--- config.mk ---
export PLATFORM = sky130hd
export DESIGN_NAME = dot_accum_relu
export DESIGN_NICKNAME = d
export VERILOG_FILES = /design/src/rtl/dot_accum_relu.sv
export SDC_FILE = /design/constraint.sdc
export NUM_CORES = 1
export LEC_CHECK = 0
export CAP_MARGIN = 15
export CORE_AREA = 3 3 124 126
export CTS_CLUSTER_DIAMETER = 120
export CTS_CLUSTER_SIZE = 28
export DETAILED_ROUTE_END_ITERATION = 6
export DIE_AREA = 0 0 127 129
export PLACE_DENSITY_LB_ADDON = 0.25
export SETUP_SLACK_MARGIN = 0.05
export SLEW_MARGIN = 25
export SYNTH_ARGS = -nofsm -noshare
export SYNTH_HDL_FRONTEND = slang
export SYNTH_SLANG_ARGS = --single-unit
--- constraint.sdc ---
create_clock -name clk -period 5.3 [get_ports clk]
set_clock_uncertainty 0.15 [all_clocks]
set_input_delay 0.795 -clock clk [delete_from_list [all_inputs] [get_ports clk]]
set_output_delay 0.795 -clock clk [all_outputs]
set_load 0.1 [all_outputs]
--- src/rtl/dot_accum_relu.sv ---
// dot_accum_relu: sums NUM_PHASE successive partial dot products into one
// output-channel value, adds BIAS, applies ReLU with positive saturation and
// queues the result in a small FIFO toward the feature-map writer.
//
// Ports:
//   clk        rising-edge clock
//   rst_n      asynchronous active-low reset
//   in_valid   level valid; only its rising edge captures in_data
//   in_data    signed partial dot product (DATA_LEN bits)
//   clear      synchronous flush of accumulator, stage register and FIFO
//   out_ready  consumer accepts out_data this cycle
//   out_valid  FIFO non-empty
//   out_data   FIFO head (0 while empty)
//   busy       accumulation in progress or stage register full
//   overflow   sticky: a result was dropped because the FIFO was full
`ifndef DATA_LEN
`define DATA_LEN 16
`endif

module dot_accum_relu #(
  parameter int                          NUM_PHASE  = 4,
  parameter logic signed [`DATA_LEN-1:0] BIAS       = '0,
  parameter int                          FIFO_DEPTH = 4
) (
  input  logic                 clk,
  input  logic                 rst_n,
  input  logic                 in_valid,
  input  logic [`DATA_LEN-1:0] in_data,
  input  logic                 clear,
  input  logic                 out_ready,
  output logic                 out_valid,
  output logic [`DATA_LEN-1:0] out_data,
  output logic                 busy,
  output logic                 overflow
);

  localparam int DL = `DATA_LEN;
  localparam int AW = $clog2(FIFO_DEPTH);
  localparam logic [3:0] LAST_PHASE = 4'(NUM_PHASE - 1);
  localparam logic signed [DL+3:0] SAT_MAX = (DL+4)'((2 ** (DL - 1)) - 1);
  localparam logic [AW:0] FULL_COUNT = (AW+1)'(FIFO_DEPTH);

  typedef enum logic [1:0] {IDLE, ACC, EMIT} state_t;

  state_t                 state_reg, state_next;
  logic                   prev_valid_reg;
  logic [3:0]             phase_reg;
  logic signed [DL+3:0]   acc_reg;
  logic signed [DL+3:0]   stage_reg;
  logic [DL-1:0]          mem [FIFO_DEPTH];
  logic [AW-1:0]          wr_ptr_reg, rd_ptr_reg;
  logic [AW:0]            count_reg;
  logic                   overflow_reg;

  logic                   capture, last_phase, stage_full;
  logic signed [DL+3:0]   in_ext, bias_ext, acc_sum;
  logic [DL-1:0]          wr_data;
  logic                   full, pop, push_ok, drop;

  // Only the rising edge of the level valid counts as a new partial sum.
  assign capture    = in_valid & ~prev_valid_reg;
  assign last_phase = (phase_reg == LAST_PHASE);
  assign in_ext     = {{4{in_data[DL-1]}}, in_data};
  assign bias_ext   = {{4{BIAS[DL-1]}}, BIAS};
  // Phase 0 starts a fresh group regardless of what acc_reg still holds.
  assign acc_sum    = ((phase_reg == 4'd0) ? '0 : acc_reg) + in_ext;
  assign stage_full = (state_reg == EMIT);

  // Next-state logic. EMIT lasts exactly one cycle (the FIFO push); a capture
  // landing in that cycle already belongs to the following group.
  always_comb begin
    state_next = state_reg;
    case (state_reg)
      IDLE: if (capture) state_next = last_phase ? EMIT : ACC;
      ACC:  if (capture && last_phase) state_next = EMIT;
      EMIT: begin
        if (capture) state_next = last_phase ? EMIT : ACC;
        else         state_next = IDLE;
      end
      default: state_next = IDLE;
    endcase
    if (clear) state_next = IDLE;
  end

  always_ff @(posedge clk or negedge rst_n) begin
    if (!rst_n) begin
      state_reg      <= IDLE;
      prev_valid_reg <= 1'b0;
      phase_reg      <= 4'd0;
      acc_reg        <= '0;
      stage_reg      <= '0;
    end else begin
      state_reg <= state_next;
      if (clear) begin
        prev_valid_reg <= 1'b0;
        phase_reg      <= 4'd0;
        acc_reg        <= '0;
        stage_reg      <= '0;
      end else begin
        prev_valid_reg <= in_valid;
        if (capture) begin
          acc_reg   <= acc_sum;
          phase_reg <= last_phase ? 4'd0 : phase_reg + 4'd1;
          if (last_phase) stage_reg <= acc_sum + bias_ext;
        end
      end
    end
  end

  // ReLU plus positive saturation on the way into the FIFO.
  always_comb begin
    wr_data = stage_reg[DL-1:0];
    if (stage_reg < 0)             wr_data = '0;
    else if (stage_reg > SAT_MAX)  wr_data = SAT_MAX[DL-1:0];
  end

  assign full    = (count_reg == FULL_COUNT);
  assign pop     = out_valid & out_ready;
  // A push into a full FIFO still succeeds when the head leaves this edge.
  assign push_ok = stage_full & (~full | pop);
  assign drop    = stage_full & full & ~pop;

  always_ff @(posedge clk) begin
    if (push_ok && !clear) mem[wr_ptr_reg] <= wr_data;
  end

  always_ff @(posedge clk or negedge rst_n) begin
    if (!rst_n) begin
      wr_ptr_reg   <= '0;
      rd_ptr_reg   <= '0;
      count_reg    <= '0;
      overflow_reg <= 1'b0;
    end else if (clear) begin
      wr_ptr_reg   <= '0;
      rd_ptr_reg   <= '0;
      count_reg    <= '0;
      overflow_reg <= 1'b0;
    end else begin
      if (push_ok) wr_ptr_reg <= wr_ptr_reg + 1'b1;
      if (pop)     rd_ptr_reg <= rd_ptr_reg + 1'b1;
      case ({push_ok, pop})
        2'b10:   count_reg <= count_reg + 1'b1;
        2'b01:   count_reg <= count_reg - 1'b1;
        default: count_reg <= count_reg;
      endcase
      if (drop) overflow_reg <= 1'b1;
    end
  end

  assign out_valid = (count_reg != '0);
  assign out_data  = out_valid ? mem[rd_ptr_reg] : '0;
  assign busy      = (phase_reg != 4'd0) | stage_full;
  assign overflow  = overflow_reg;

endmodule
After elaboration in Yosys (flattened, before gate mapping)
Memory sizes are Yosys's and may differ from the RTL's.
Index checks and enable logic that the tools add are counted.
W data, S select, Z words.
- bits of input ports: 21
- memory bits (read-only): 0
- memory bits (writable): 64
- output and inout bits: 19
- bits in latches: 0
- flip-flop bits (word level): 55
- memories: 1
- logic and storage cells: 80
- reductions and logical operators: 15
- $mul: 0
- add/subtract/negate cells: 6
- eq/ne operators: 8
- mux-type cells: 29
- magnitude comparators: 2
- shifts and indexed selects: 0
- bitwise logic cells: 10
- divide/modulo/power cells: 0
- memories (name ; depth ; width ; read ports ; clocked after memory_dff ; write ports ; RTL line ; RTL):
    mem ; 4 ; 16 ; 1 ; 0 ; 1 ; 50 ; logic [DL-1:0] mem [FIFO_DEPTH];
- operators with widths (cell ; number):
    $mux W20 ; 6
    $mux W16 ; 3
    $add A20 B20 Y20 ; 1
    $gt A20 B16 Y1 const B ; 1
    $lt A20 B1 Y1 const B ; 1
    $mux W2 ; 9
    $mux W4 ; 3
    $reduce_bool A2 Y1 ; 5
    $ne A3 B3 Y1 const B ; 2
    $pmux W2 S3 ; 1
    $pmux W3 S2 ; 1
    $reduce_bool A3 Y1 ; 2
    $and A1 B1 Y1 ; 5
    $mux W1 ; 5
    $add A2 B1 Y2 const B ; 2
    $add A4 B1 Y4 const B ; 1
    $eq A2 B1 Y1 const B ; 2
    $eq A2 B2 Y1 const B ; 2
    $eq A4 B2 Y1 const B ; 1
    $logic_not A4 Y1 ; 1
    $reduce_and A2 Y1 ; 2
    $reduce_bool A4 Y1 ; 1
    $add A3 B1 Y3 const B ; 1
    $eq A3 B3 Y1 const B ; 1
    7 further kinds ; 11

Logic depth before layout (Yosys ltp)
- depth in word-level cells: 7
- gate-level depth with buffers: 14
- mapped depth without buffers: 13

Worst setup path after synthesis
Ideal clock, no wire load.
- path type: reg-to-output
- start: reg count_reg[0]
- end: out out_data[10]
- cell stages (with the launch flop): 5
- path slack: 1740 ps
- buffers on the path: 2
- required time: 4355 ps
- arrival time: 2615 ps
- cells stage by stage: dfrtp_1 > or3_1 > clkbuf_1 > clkbuf_1 > and2_1
- longest elaborated chain between the ends: 2
- RTL lines (element ; RTL line ; RTL):
    start, declared ; 52 ; logic [AW:0] count_reg;
    start signal, assigned ; 142 ; 2'b10: count_reg <= count_reg + 1'b1;
    start signal, assigned ; 143 ; 2'b01: count_reg <= count_reg - 1'b1;
    start signal, assigned ; 144 ; default: count_reg <= count_reg;
    $reduce_bool A3 Y1 ; 150 ; assign out_valid = (count_reg != '0);
    named net out_valid ; 31 ; output logic out_valid,
    $mux W16 ; 151 ; assign out_data = out_valid ? mem[rd_ptr_reg] : '0;
    end, declared ; 32 ; output logic [`DATA_LEN-1:0] out_data,
The timed path passes the listed nets, and every way through them passes these cells.

Worst setup path in the final report
- start: reg phase_reg[3]
- end: reg acc_reg[12]
- longest elaborated chain between the ends: 5
- RTL lines (element ; RTL line ; RTL):
    start, declared ; 47 ; logic [3:0] phase_reg;
    start signal, assigned ; 103 ; phase_reg <= last_phase ? 4'd0 : phase_reg + 4'd1;
    $logic_not A4 Y1 ; 66 ; assign acc_sum = ((phase_reg == 4'd0) ? '0 : acc_reg) + in_ext;
    $mux W20 ; 66 ;
    $add A20 B20 Y20 ; 66 ;
    $mux W20 ; 101 ; if (capture) begin
    $mux W20 ; 94 ; if (clear) begin
    end signal, assigned ; 102 ; acc_reg <= acc_sum;
    end, declared ; 48 ; logic signed [DL+3:0] acc_reg;
Every way passes these cells. The select of a mux whose other input is x is not followed.
A chain may end at the register's enable or synchronous reset.

==> impl_metrics.csv <==
group,metric,value,unit
cells_and_area,syn_to_final_growth,19.1,%
detailed_routing,drc_errors,0,
sta,maxSlewViolCount,0,
worst_setup_path,path_class,"reg2reg",
floorplan,dieArea,16400,sq um
detailed_routing,via_per_inst,5.23,
sta,setup_viol,0,
grt,overflow,0,
yosys,synth_edf_count,64,
power,clock_power_share,36.2,%
worst_setup_path,worstSetupStartpointType,"flop",
sta,fin_crit,4.00,ns
detailed_routing,antenna_left,0,
power,combPwrFrac,31.4,%
clock_tree,root_buffer,"clkbuf_16",
floorplan,io_pins,40,
detailed_routing,wl_per_cell,16.2,um
yosys,async_reset_ff_share,46.2,%
clock_tree,clock_latency,0.41,ns
cells_and_area,drive_above_1_share,10.3,%
floorplan,rows,44,
clock_tree,numCtsBuffers,17,
sta,slew_headroom,34.8,%
sta,hold_viol,0,
placement,dp_hpwl,8.16,mm
cells_and_area,finalNetCount,610,
power,power_density,447,nW/um^2
worst_setup_path,critical_path_arrival,4.09,ns
worst_setup_path,required,5.39,ns
clock_tree,cts_resized,0,
clock_tree,cts_sinks,119,
placement,place.gp.congestion,0.842,
power,p_int,2030,uW
yosys,synth_area_per_cell,11.4,sq um
grt,grt_pass1_vias,3966,
worst_setup_path,crit_path_end_kind,"flop",
power,netSwitchingFraction,36.4,%
grt,grt_use_total,16.1,%
sta,worst_slew_pin_slew,0.976,ns
floorplan,die_width,127,um
sta,rsz0062_at_grt,"no",
yosys,yosysSeqAreaShare,54.9,%
power,peakVddDrop,0.000277,V
sta,setup-tns-final,0,ns
min_path,min_path_type,"reg2reg",
yosys,ys_ff_latch,119,
cells_and_area,largest_register_ffs,64,
sta,post-route-period-util,75.5,%
yosys,postSynth.topFlopCell,"edfxtp_1",
grt,grt_pass1_wl,20.6,mm
power,p_switching,1170,uW
grt,grt_max_degree,60,
yosys,synth_area,6010,sq um
status,status,"completed",
clock_tree,htree_levels,4,
sta,fmax,250,MHz
detailed_routing,drtIter0Drc,139,
power,power_frac_seq,32.4,%
job,drv_cap,0,
yosys,yosys_warnings,0,
cells_and_area,antenna_cells,0,
worst_setup_path,worst-path-max-fanout,21,
detailed_routing,totalWireLength,12.3,mm
cells_and_area,fin_util,49.6,%
clock_tree,clk_path_buf_depth,2,
power,p_leak,0.00289,uW
floorplan,core,14400,sq um
clock_tree,clk_pin_slew,0.06,ns
yosys,syn-instance-count,525,
yosys,yosysUniqueCellTypes,49,
floorplan,die_y,129,um
clock_tree,cts_setup_buffers,0,
floorplan,start_util,41.7,%
grt,antenna_found_initial,0,
detailed_routing,vias,3966,
placement,port_buffers,39,
clock_tree,cts_tree,"built",
power,p_total,3200,uW
clock_tree,ctsHoldBuffers,0,
detailed_routing,dr.pass1.iters,4,
cell usage in the layout (no fill, tap or decap), drive strengths merged, types with 18 or more instances in the layout:
cell and n:
nand2 68, edfxtp 64, nor2 60, dfrtp 55
a21oi 38, clkdlybuf4s50 37, nor2b 25, ha 25
and2 22, clkbuf 18
cells by family after synthesis:
group           synth area share (%)
simple gates                    15.9
fa+ha+maj                       5.87
mux                             6.68
flops                           54.9
other cells                   0.0624
compound gates                  11.4
buf+inv                         2.10
xor+xnor                        3.06
metal layers:
metal | vias up | share of wire (%) | GRT usage [%]
li1 | 1957 | - | -
met1 | 1915 | 48 | 21.8
met2 | 81 | 47 | 25.6
met3 | 13 | 4.1 | 4.57
met4 | 0 | 1.1 | 4.54
met5 | - | 0 | 0
path summary, 6_finish.rpt:
path                                   start           end  slack (ns)  depth (start not counted)
worst max register to register  phase_reg[3]   acc_reg[12]        1.30                         12
min in group asynchronous              rst_n  count_reg[2]        0.36                          2
worst min register to register    acc_reg[3]    acc_reg[3]        0.33                          2
worst min-delay path              acc_reg[3]    acc_reg[3]        0.33                          2
worst max-delay path            phase_reg[3]   acc_reg[12]        1.30                         12
max in group asynchronous              rst_n  stage_reg[6]        4.16                          2
synthesized netlist by cell type (5+ instances only):
cell	instances	area, sq um
and2_1	22	138
a31oi_1	6	37.5
dfrtp_1	55	1380
a22o_1	5	43.8
inv_1	5	18.8
a21o_1	13	97.6
nand2b_1	7	43.8
nor3_1	6	30.0
ha_1	25	313
nor2_1	60	225
edfxtp_1	64	1920
mux4_2	16	360
xnor2_1	12	105
nand2_1	68	255
xor2_1	9	78.8
a21oi_1	38	190
o21ai_0	8	40.0
nor2b_1	25	156
a211oi_1	9	67.6
clkbuf_1	23	86.3
stage by stage:
step                      hold slack, ns  area (sq um)  setup slack, ns  instances
after CTS                          0.334          7160             1.30        759
after floorplan                    0.291          6020             1.74        528
after global routing               0.351          7160             1.03        759
final                              0.329          7160             1.30        759
after global placement             0.317          6560             1.44        727
after detailed placement           0.319          6560             1.32        727
power by group through the flow:
stage	Sequential, uW	Clock (uW)	Combinational, uW
CTS	1040	1180	1020
detailed placement	1050	0	1020
global placement	1050	0	1010
finish	1040	1160	1000
floorplan	1040	0	809
global route	1040	1230	1060
cell type report:
| type | count | area, sq um |
|---|---|---|
| Multi-Input combinational cell | 376 | 2600 |
| Sequential cell | 119 | 3300 |
| Tap cell | 184 | 230 |
| Clock inverter | 14 | 174 |
| Inverter | 5 | 18.8 |
| Fill cell | 1299 | 7270 |
| Timing Repair Buffer | 43 | 410 |
| Clock buffer | 18 | 429 |
critical path: stages, from the launching register on:
cell       delay [ns]
dfrtp_1          0.40
nor2_1           0.21
and2_1           0.73
nor2b_1          0.11
ha_1             0.26
fa_1             0.41
a21o_1           0.20
a221oi_2         0.30
o21ai_2          0.18
a2111oi_4        0.42
nor2_1           0.12
xnor2_1          0.23
a211oi_1         0.10
No activity file was read; power rests on OpenSTA's default activity.
